[config.mk]
export PLATFORM = sky130hd
export DESIGN_NAME = arb5_ctrl
export DESIGN_NICKNAME = d
export VERILOG_FILES = /design/src/rtl/arb5_ctrl.sv
export SDC_FILE = /design/constraint.sdc
export NUM_CORES = 1
export LEC_CHECK = 0
export BUFFER_PORTS_ARGS = -buffer_cell sky130_fd_sc_hd__buf_2
export CORE_MARGIN = 2
export CORE_UTILIZATION = 30
export CTS_CLUSTER_SIZE = 10
export DETAILED_ROUTE_END_ITERATION = 10
export GPL_ROUTABILITY_DRIVEN = 0
export REMOVE_ABC_BUFFERS = 1
export SKIP_LAST_GASP = 1
export SYNTH_ARGS = -nofsm -noshare
export SYNTH_HDL_FRONTEND = slang
export SYNTH_SLANG_ARGS = --single-unit
export TNS_END_PERCENT = 20
[constraint.sdc]
create_clock -name clk -period 4.2 [get_ports clk]
set_input_delay 0 -clock clk [delete_from_list [all_inputs] [get_ports clk]]
set_output_delay 0 -clock clk [all_outputs]
set_load 0.05 [all_outputs]
[src/rtl/arb5_ctrl.sv]
// Round-robin arbiter for a shared 5-input resource: one-hot grant plus encoded mux select.
// Optional forced release after TIMEOUT held cycles when ARB_TIMEOUT_EN is defined.
module arb5_ctrl #(
   parameter int TIMEOUT = 255
) (
   input  logic       clk,
   input  logic       rst,
   input  logic [4:0] req,
   input  logic       done,
   output logic [4:0] grant,
   output logic [2:0] sel,
   output logic       busy,
   output logic       timeout_err
);

   typedef enum logic {IDLE, OWNED} state_t;

   state_t     state_q, state_d;
   logic [2:0] last_q, last_d;
   logic [4:0] grant_q, grant_d;
   logic [2:0] sel_q, sel_d;
   logic       busy_q, busy_d;
   logic       terr_q, terr_d;

   logic [2:0] start;
   logic [2:0] win;
   logic       found;
   logic       tmo;
   logic       rel;
   logic       new_grant;

   // Search begins just after the previous winner, so the departing owner ranks last.
   always_comb begin
      start = (last_q == 3'd4) ? 3'd0 : last_q + 3'd1;
      win   = 3'd0;
      found = 1'b0;
      for (int i = 0; i < 5; i++) begin
         int idx;
         idx = int'(start) + i;
         if (idx > 4) idx = idx - 5;
         if (!found && req[idx]) begin
            found = 1'b1;
            win   = 3'(idx);
         end
      end
   end

`ifdef ARB_TIMEOUT_EN
   localparam int CW = $clog2(TIMEOUT + 1);
   logic [CW-1:0] cnt_q, cnt_d;

   assign tmo = (state_q == OWNED) && !done && (cnt_q == CW'(TIMEOUT - 1));

   always_comb begin
      cnt_d = cnt_q;
      if (new_grant || rel)
         cnt_d = '0;
      else if (state_q == OWNED && !done && cnt_q != '1)
         cnt_d = cnt_q + 1'b1;
   end

   always_ff @(posedge clk) begin
      if (rst) cnt_q <= '0;
      else     cnt_q <= cnt_d;
   end
`else
   assign tmo = 1'b0;
`endif

   assign rel       = (state_q == OWNED) && (done || tmo);
   assign new_grant = found && ((state_q == IDLE) || rel);

   always_comb begin
      state_d = state_q;
      last_d  = last_q;
      grant_d = grant_q;
      sel_d   = sel_q;
      busy_d  = busy_q;
      terr_d  = tmo;
      if (state_q == IDLE || rel) begin
         if (found) begin
            state_d = OWNED;
            last_d  = win;
            grant_d = 5'd1 << win;
            sel_d   = win;
            busy_d  = 1'b1;
         end else begin
            state_d = IDLE;
            grant_d = 5'd0;
            sel_d   = 3'd0;
            busy_d  = 1'b0;
         end
      end
   end

   always_ff @(posedge clk) begin
      if (rst) begin
         state_q <= IDLE;
         last_q  <= 3'd4;
         grant_q <= 5'd0;
         sel_q   <= 3'd0;
         busy_q  <= 1'b0;
         terr_q  <= 1'b0;
      end else begin
         state_q <= state_d;
         last_q  <= last_d;
         grant_q <= grant_d;
         sel_q   <= sel_d;
         busy_q  <= busy_d;
         terr_q  <= terr_d;
      end
   end

   assign grant       = grant_q;
   assign sel         = sel_q;
   assign busy        = busy_q;
   assign timeout_err = terr_q;

endmodule

# [Word-level counts from Yosys, hierarchy flattened]
# Cells that the tools add are included.
[classes] n_addsub=10 n_mul=0 div=0 n_lt_le_gt_ge=10 n_eq_ne=1 shifts=1 muxes=34 bitwise_logic=1 reduce_logical=11
[ops] operator="less-than comparator 32 x 5 -> 1 bit (second input constant)" count=5
[ops] operator="two-way mux 32 bit" count=5
[ops] operator="two-way mux 3 bit" count=7
[ops] operator="subtractor 4 x 3 -> 5 bit (second input constant)" count=4
[ops] operator="greater-than comparator 4 x 3 -> 1 bit (second input constant)" count=4
[ops] operator="two-way mux 1 bit" count=16
[ops] operator="binary-select mux 1 bit (select 3 bit)" count=5
[ops] operator="adder 3 x 2 -> 4 bit (second input constant)" count=2
[ops] operator="logical AND 1 bit" count=5
[ops] operator="two-way mux 5 bit" count=1
[ops] operator="<< shifter 1 x 3 -> 5 bit (first input constant)" count=1
[ops] operator="adder 3 x 1 -> 4 bit (second input constant)" count=1
[ops] operator="adder 3 x 3 -> 4 bit (second input constant)" count=1
[ops] operator="zero test 1 bit" count=4
[ops] operator="subtractor 3 x 3 -> 4 bit (second input constant)" count=1
[ops] operator="adder 3 x 1 -> 3 bit (second input constant)" count=1
[ops] operator="equality test 3 bit (second input constant)" count=1
[ops] operator="greater-than comparator 3 bit (second input constant)" count=1
[ops] operator="AND reduction 2 bit" count=1
[ops] operator="logical OR 1 bit" count=1
[ops] operator="inverter 1 bit" count=1
[word_totals] reg_bits=12 latch_bits=0 mem_bits_rw=0 mem_bits_ro=0 inputBits=8 output_inout_bits=10 wordCells=72 n_memories=0

# [Longest topological paths before layout]
[depth] word_depth=22 ltp_mapped=19 depth_no_buf=16

# [Worst setup path after synthesis]
# Ideal clock, no wire load.
[synth_path] path_kind="register -> register" startpoint="reg last_q[0]" endpoint="reg grant_q[3], in the netlist grant[3]" setup_ns=0.084 t_arrival_ns=4.083 required_time_ns=4.116 setup_slack_ns=0.032 path_stages_with_launch=20 path_buffers=3 period_less_slack_ns=4.168 path_cell_list="dfxtp_1 -> inv_1 -> ha_1 -> buf_6 -> a21oi_4 -> inv_1 -> buf_2 -> ha_1 -> inv_1 -> ha_1 -> clkbuf_1 -> a211o_1 -> mux2i_1 -> mux2i_1 -> mux2i_1 -> a21o_1 -> o2111ai_1 -> a22oi_2 -> or3_4 -> o31ai_2"
[synth_via] elab_chain_len=22 elab_cells_between_ends=57 classes_between="add/sub: 10; order compare: 5; eq/ne: 1; shift: 1; mux: 32; reduce/logical: 8"
[synth_lines] item="start, declared" line_no="19" source="logic [2:0] last_q, last_d;"
[synth_lines] item="start signal, assigned" line_no="106" source="last_q <= last_d;"
[synth_lines] item="adder 3 x 1 -> 3 bit / equality test 3 bit (equally long branches)" line_no="34" source="start = (last_q == 3'd4) ? 3'd0 : last_q + 3'd1;"
[synth_lines] item="two-way mux 3 bit *" line_no="34"
[synth_lines] item="parallel branches: the longest is 19 deep, another holds subtractor 4 x 3 -> 5 bit"
[synth_lines] item="two-way mux 5 bit *" line_no="81" source="if (found) begin"
[synth_lines] item="end signal, assigned" line_no="107" source="grant_q <= grant_d;"
[synth_lines] item="end, declared" line_no="20" source="logic [4:0] grant_q, grant_d;"
# Every way passes the cells marked *. The select of a mux whose other input is x is not followed.
# A chain may end at the register's enable or synchronous reset.

# [Final worst setup path]
# Same ends and word-level chain as after synthesis.

==> out/qor.csv <==
stage,metric,value,unit
outcome,outcome,finished clean,
placement,IO buf count,16,
synth,"Top FF cell, synth",dfxtp_1,
synth,Gate Count Post-Synth,225,
synth,register bit total from synthesis,12,
die,Boundary Pins,18,
die,die area,0.00652,mm²
clock_tree,clock transition at the registers of the reported paths,0.06,ns
placement,Placed Area,0.00197,mm²
timing,Tcrit/Tclk final,0.944,
worst_hold_path,Hold/Removal Path Class,in2reg,
worst_hold_path,hold path start,rst,
drt,Vias,1790,
layout,fin area,0.00208,mm²
critical_path,CP startpoint,last_q[0],
global_route,GR Overflow Total,0,
die,row count,27,
synth,sequential fraction of the synthesis area,0.136,
synth,Post-Syn Area,0.00177,mm²
global_route,first-pass GRT wire length,7.77,mm
die,die height,80.7,µm
layout,"most common cell after layout, fill and taps aside",nand2_1,
clock_tree,postcts setup bufs,0,
drt,number of remaining DRC errors,0,
layout,diode count,0,
layout,Multi-input gate area,0.00146,mm²
layout,Reg area,240,µm²
clock_tree,H-tree levels,1,
critical_path,CP startpoint kind,flip-flop,
die,Initial Util,0.315,
timing,final hold vios,0,
drt,Pre-Repair DR Iteration Count,4,
layout,synth-to-layout area growth,17.6,%
timing,final setup violation count,0,
synth,synth top area cells,"dfxtp_1 (14%), ha_1 (9.2%), mux2i_1 (6.2%), nand2_1 (4.9%), inv_1 (3.2%)",
synth,post-synth top area share,0.136,
clock_tree,Num Clock Sinks,12,
drt,DRT Wirelength,4.76,mm
placement,Cell Count Post-Placement,314,
timing,fin crit period,3.96,ns
flow_run,# Max-Cap Violations,0,
synth,count of cell types in the netlist,71,
layout,most frequent cells in the layout,"nand2_1 (22), buf_2 (16), inv_1 (14)",
critical_path,CP Data Arrival Time,4.13,ns
critical_path,nature of the critical path endpoint,flip-flop,
clock_tree,CTS tree,built,
layout,# fillers,611,
synth,Post-synth EDFFs,0,
layout,layout cell share with drive strength beyond 1,0.252,
die,Core Box Area,0.00561,mm²
timing,minimum hold slack,0.0608,ns
critical_path,CP required,4.36,ns
clock_tree,worst-skew pair later-pin latency,0.24,ns
timing,Max Freq,252,MHz
global_route,antenna violations before repair,0,
timing,max_slew headroom,0.568,
global_route,Total GRT Usage,0.148,
critical_path,Critical Path Fanout Max,7,
layout,fin nets,269,
placement,DPL Wire Length,3.67,mm
synth,Post-synth ARST share,0,
timing,pins over their slew limit,0,
drt,Routed Antenna Nets,0,
clock_tree,CTS buffer count,3,
clock_tree,CTS Root Cell,clkbuf_8,
synth,Synth Warn #,0,
timing,RSZ-0062 raised after global routing,false,
drt,vias per cell,5.63,
clock_tree,CTS Buffer Depth,2,
drt,mean routed wirelength per cell,15.0,µm
timing,Final Skew,0.00258,ns
critical_path,crit path kind,reg2reg,
die,Die W,80.7,µm
synth,Synth Area per Inst,7.85,µm²
critical_path,reg2reg start,last_q[0],
drt,initial drt markers,100,
timing,Worst-Margin Slew,0.647,ns
global_route,largest net degree at the start of global routing,14,
synth,cell taking the most area after synthesis,dfxtp_1,
global_route,vias in the first global route,1620,
layout,Final Non-Filler Cells,318,
## final cells by class
type	instances	area share
Tap cell	72	0.0433
Timing Repair Buffer	29	0.0855
Inverter	15	0.0271
Clock buffer	4	0.0265
Sequential cell	12	0.116
Multi-Input combinational cell	186	0.702
## logic make-up (layout without fill, tap and decap cells)
logic type,Yosys count,after routing,share of synthesized area
AO/OA/AOI/OAI,69,69,0.305
XOR/XNOR,4,4,0.0198
adder cells (fa/ha/maj),14,14,0.103
buffers and inverters,27,48,0.0687
flip-flops,12,12,0.136
multiplexers,13,13,0.0814
other,1,1,0.00212
AND/OR/NAND/NOR,85,85,0.283
## state kept, by name, summed over array words and instances (netlist names)
name and count:
grant 5, last_q 3, sel 3, busy 1
## layer usage
| layer | vias to the layer above | routed length, µm | GRT usage | part of all wire |
|---|---|---|---|---|
| li1 | 901 | - | - | - |
| met4 | 0 | 26 | 0.0203 | 0.0055 |
| met1 | 849 | 2330 | 0.211 | 0.49 |
| met2 | 36 | 2220 | 0.244 | 0.47 |
| met5 | - | 0 | 0 | 0 |
| met3 | 4 | 181 | 0.0178 | 0.038 |
## path summary, 6_finish.rpt
check             cells after the start  slack (ns)  endpoint
hold / removal                        2        0.06    sel[1]
setup / recovery                     15        0.24  grant[3]
setup reg to reg                     15        0.24  grant[3]
hold reg to reg                       2        0.45  grant[1]
## stage by stage
| step | util | setup slack [ns] | setup TNS [ns] |
|---|---|---|---|
| after floorplan | - | -0.0648 | -0.108 |
| after global placement | 0.351 | 0.0478 | 0 |
| after detailed placement | 0.351 | -0.0313 | -0.0769 |
| after CTS | 0.362 | 0.00481 | 0 |
| after global routing | 0.371 | 0.00460 | 0 |
| final | 0.371 | 0.236 | 0 |
## what timing repair did
item / CTS / global route
pin swaps: 0 / 1
setup endpoints to repair: 3 / 11
gates resized for setup: 1 / 14
hold buffers: 0 / 0
## synth_stat cells, types with 3 or more instances
| library cell | instances |
|---|---|
| a211o_1 | 3 |
| a211oi_1 | 5 |
| a21o_1 | 4 |
| a21oi_1 | 11 |
| a31oi_1 | 3 |
| buf_2 | 4 |
| clkbuf_1 | 4 |
| dfxtp_1 | 12 |
| ha_1 | 13 |
| inv_1 | 15 |
| mux2i_1 | 11 |
| nand2_1 | 23 |
| nand2b_1 | 9 |
| nand3_1 | 9 |
| nor2_1 | 8 |
| nor2b_1 | 3 |
| nor3_1 | 6 |
| nor3b_1 | 3 |
| nor4_1 | 4 |
| o2111ai_1 | 3 |
| o21ai_0 | 5 |
| o221ai_1 | 3 |
| xnor2_1 | 3 |
## critical path, cell delays in order, from the launching register on
cell and delay [ns]:
dfxtp_1 0.42, inv_1 0.14, ha_2 0.25, a21oi_4 0.15
inv_1 0.07, ha_1 0.24, inv_1 0.07, ha_2 0.21
xnor2_2 0.17, mux4_2 0.57, a21oi_2 0.19, or3b_4 0.43
nor3_4 0.30, a22oi_2 0.10, or3_4 0.39, o31ai_2 0.16
Power is left out: the tool's default activity adds up to more than one toggle a clock period on the data nets, which glitch-free logic cannot reach.
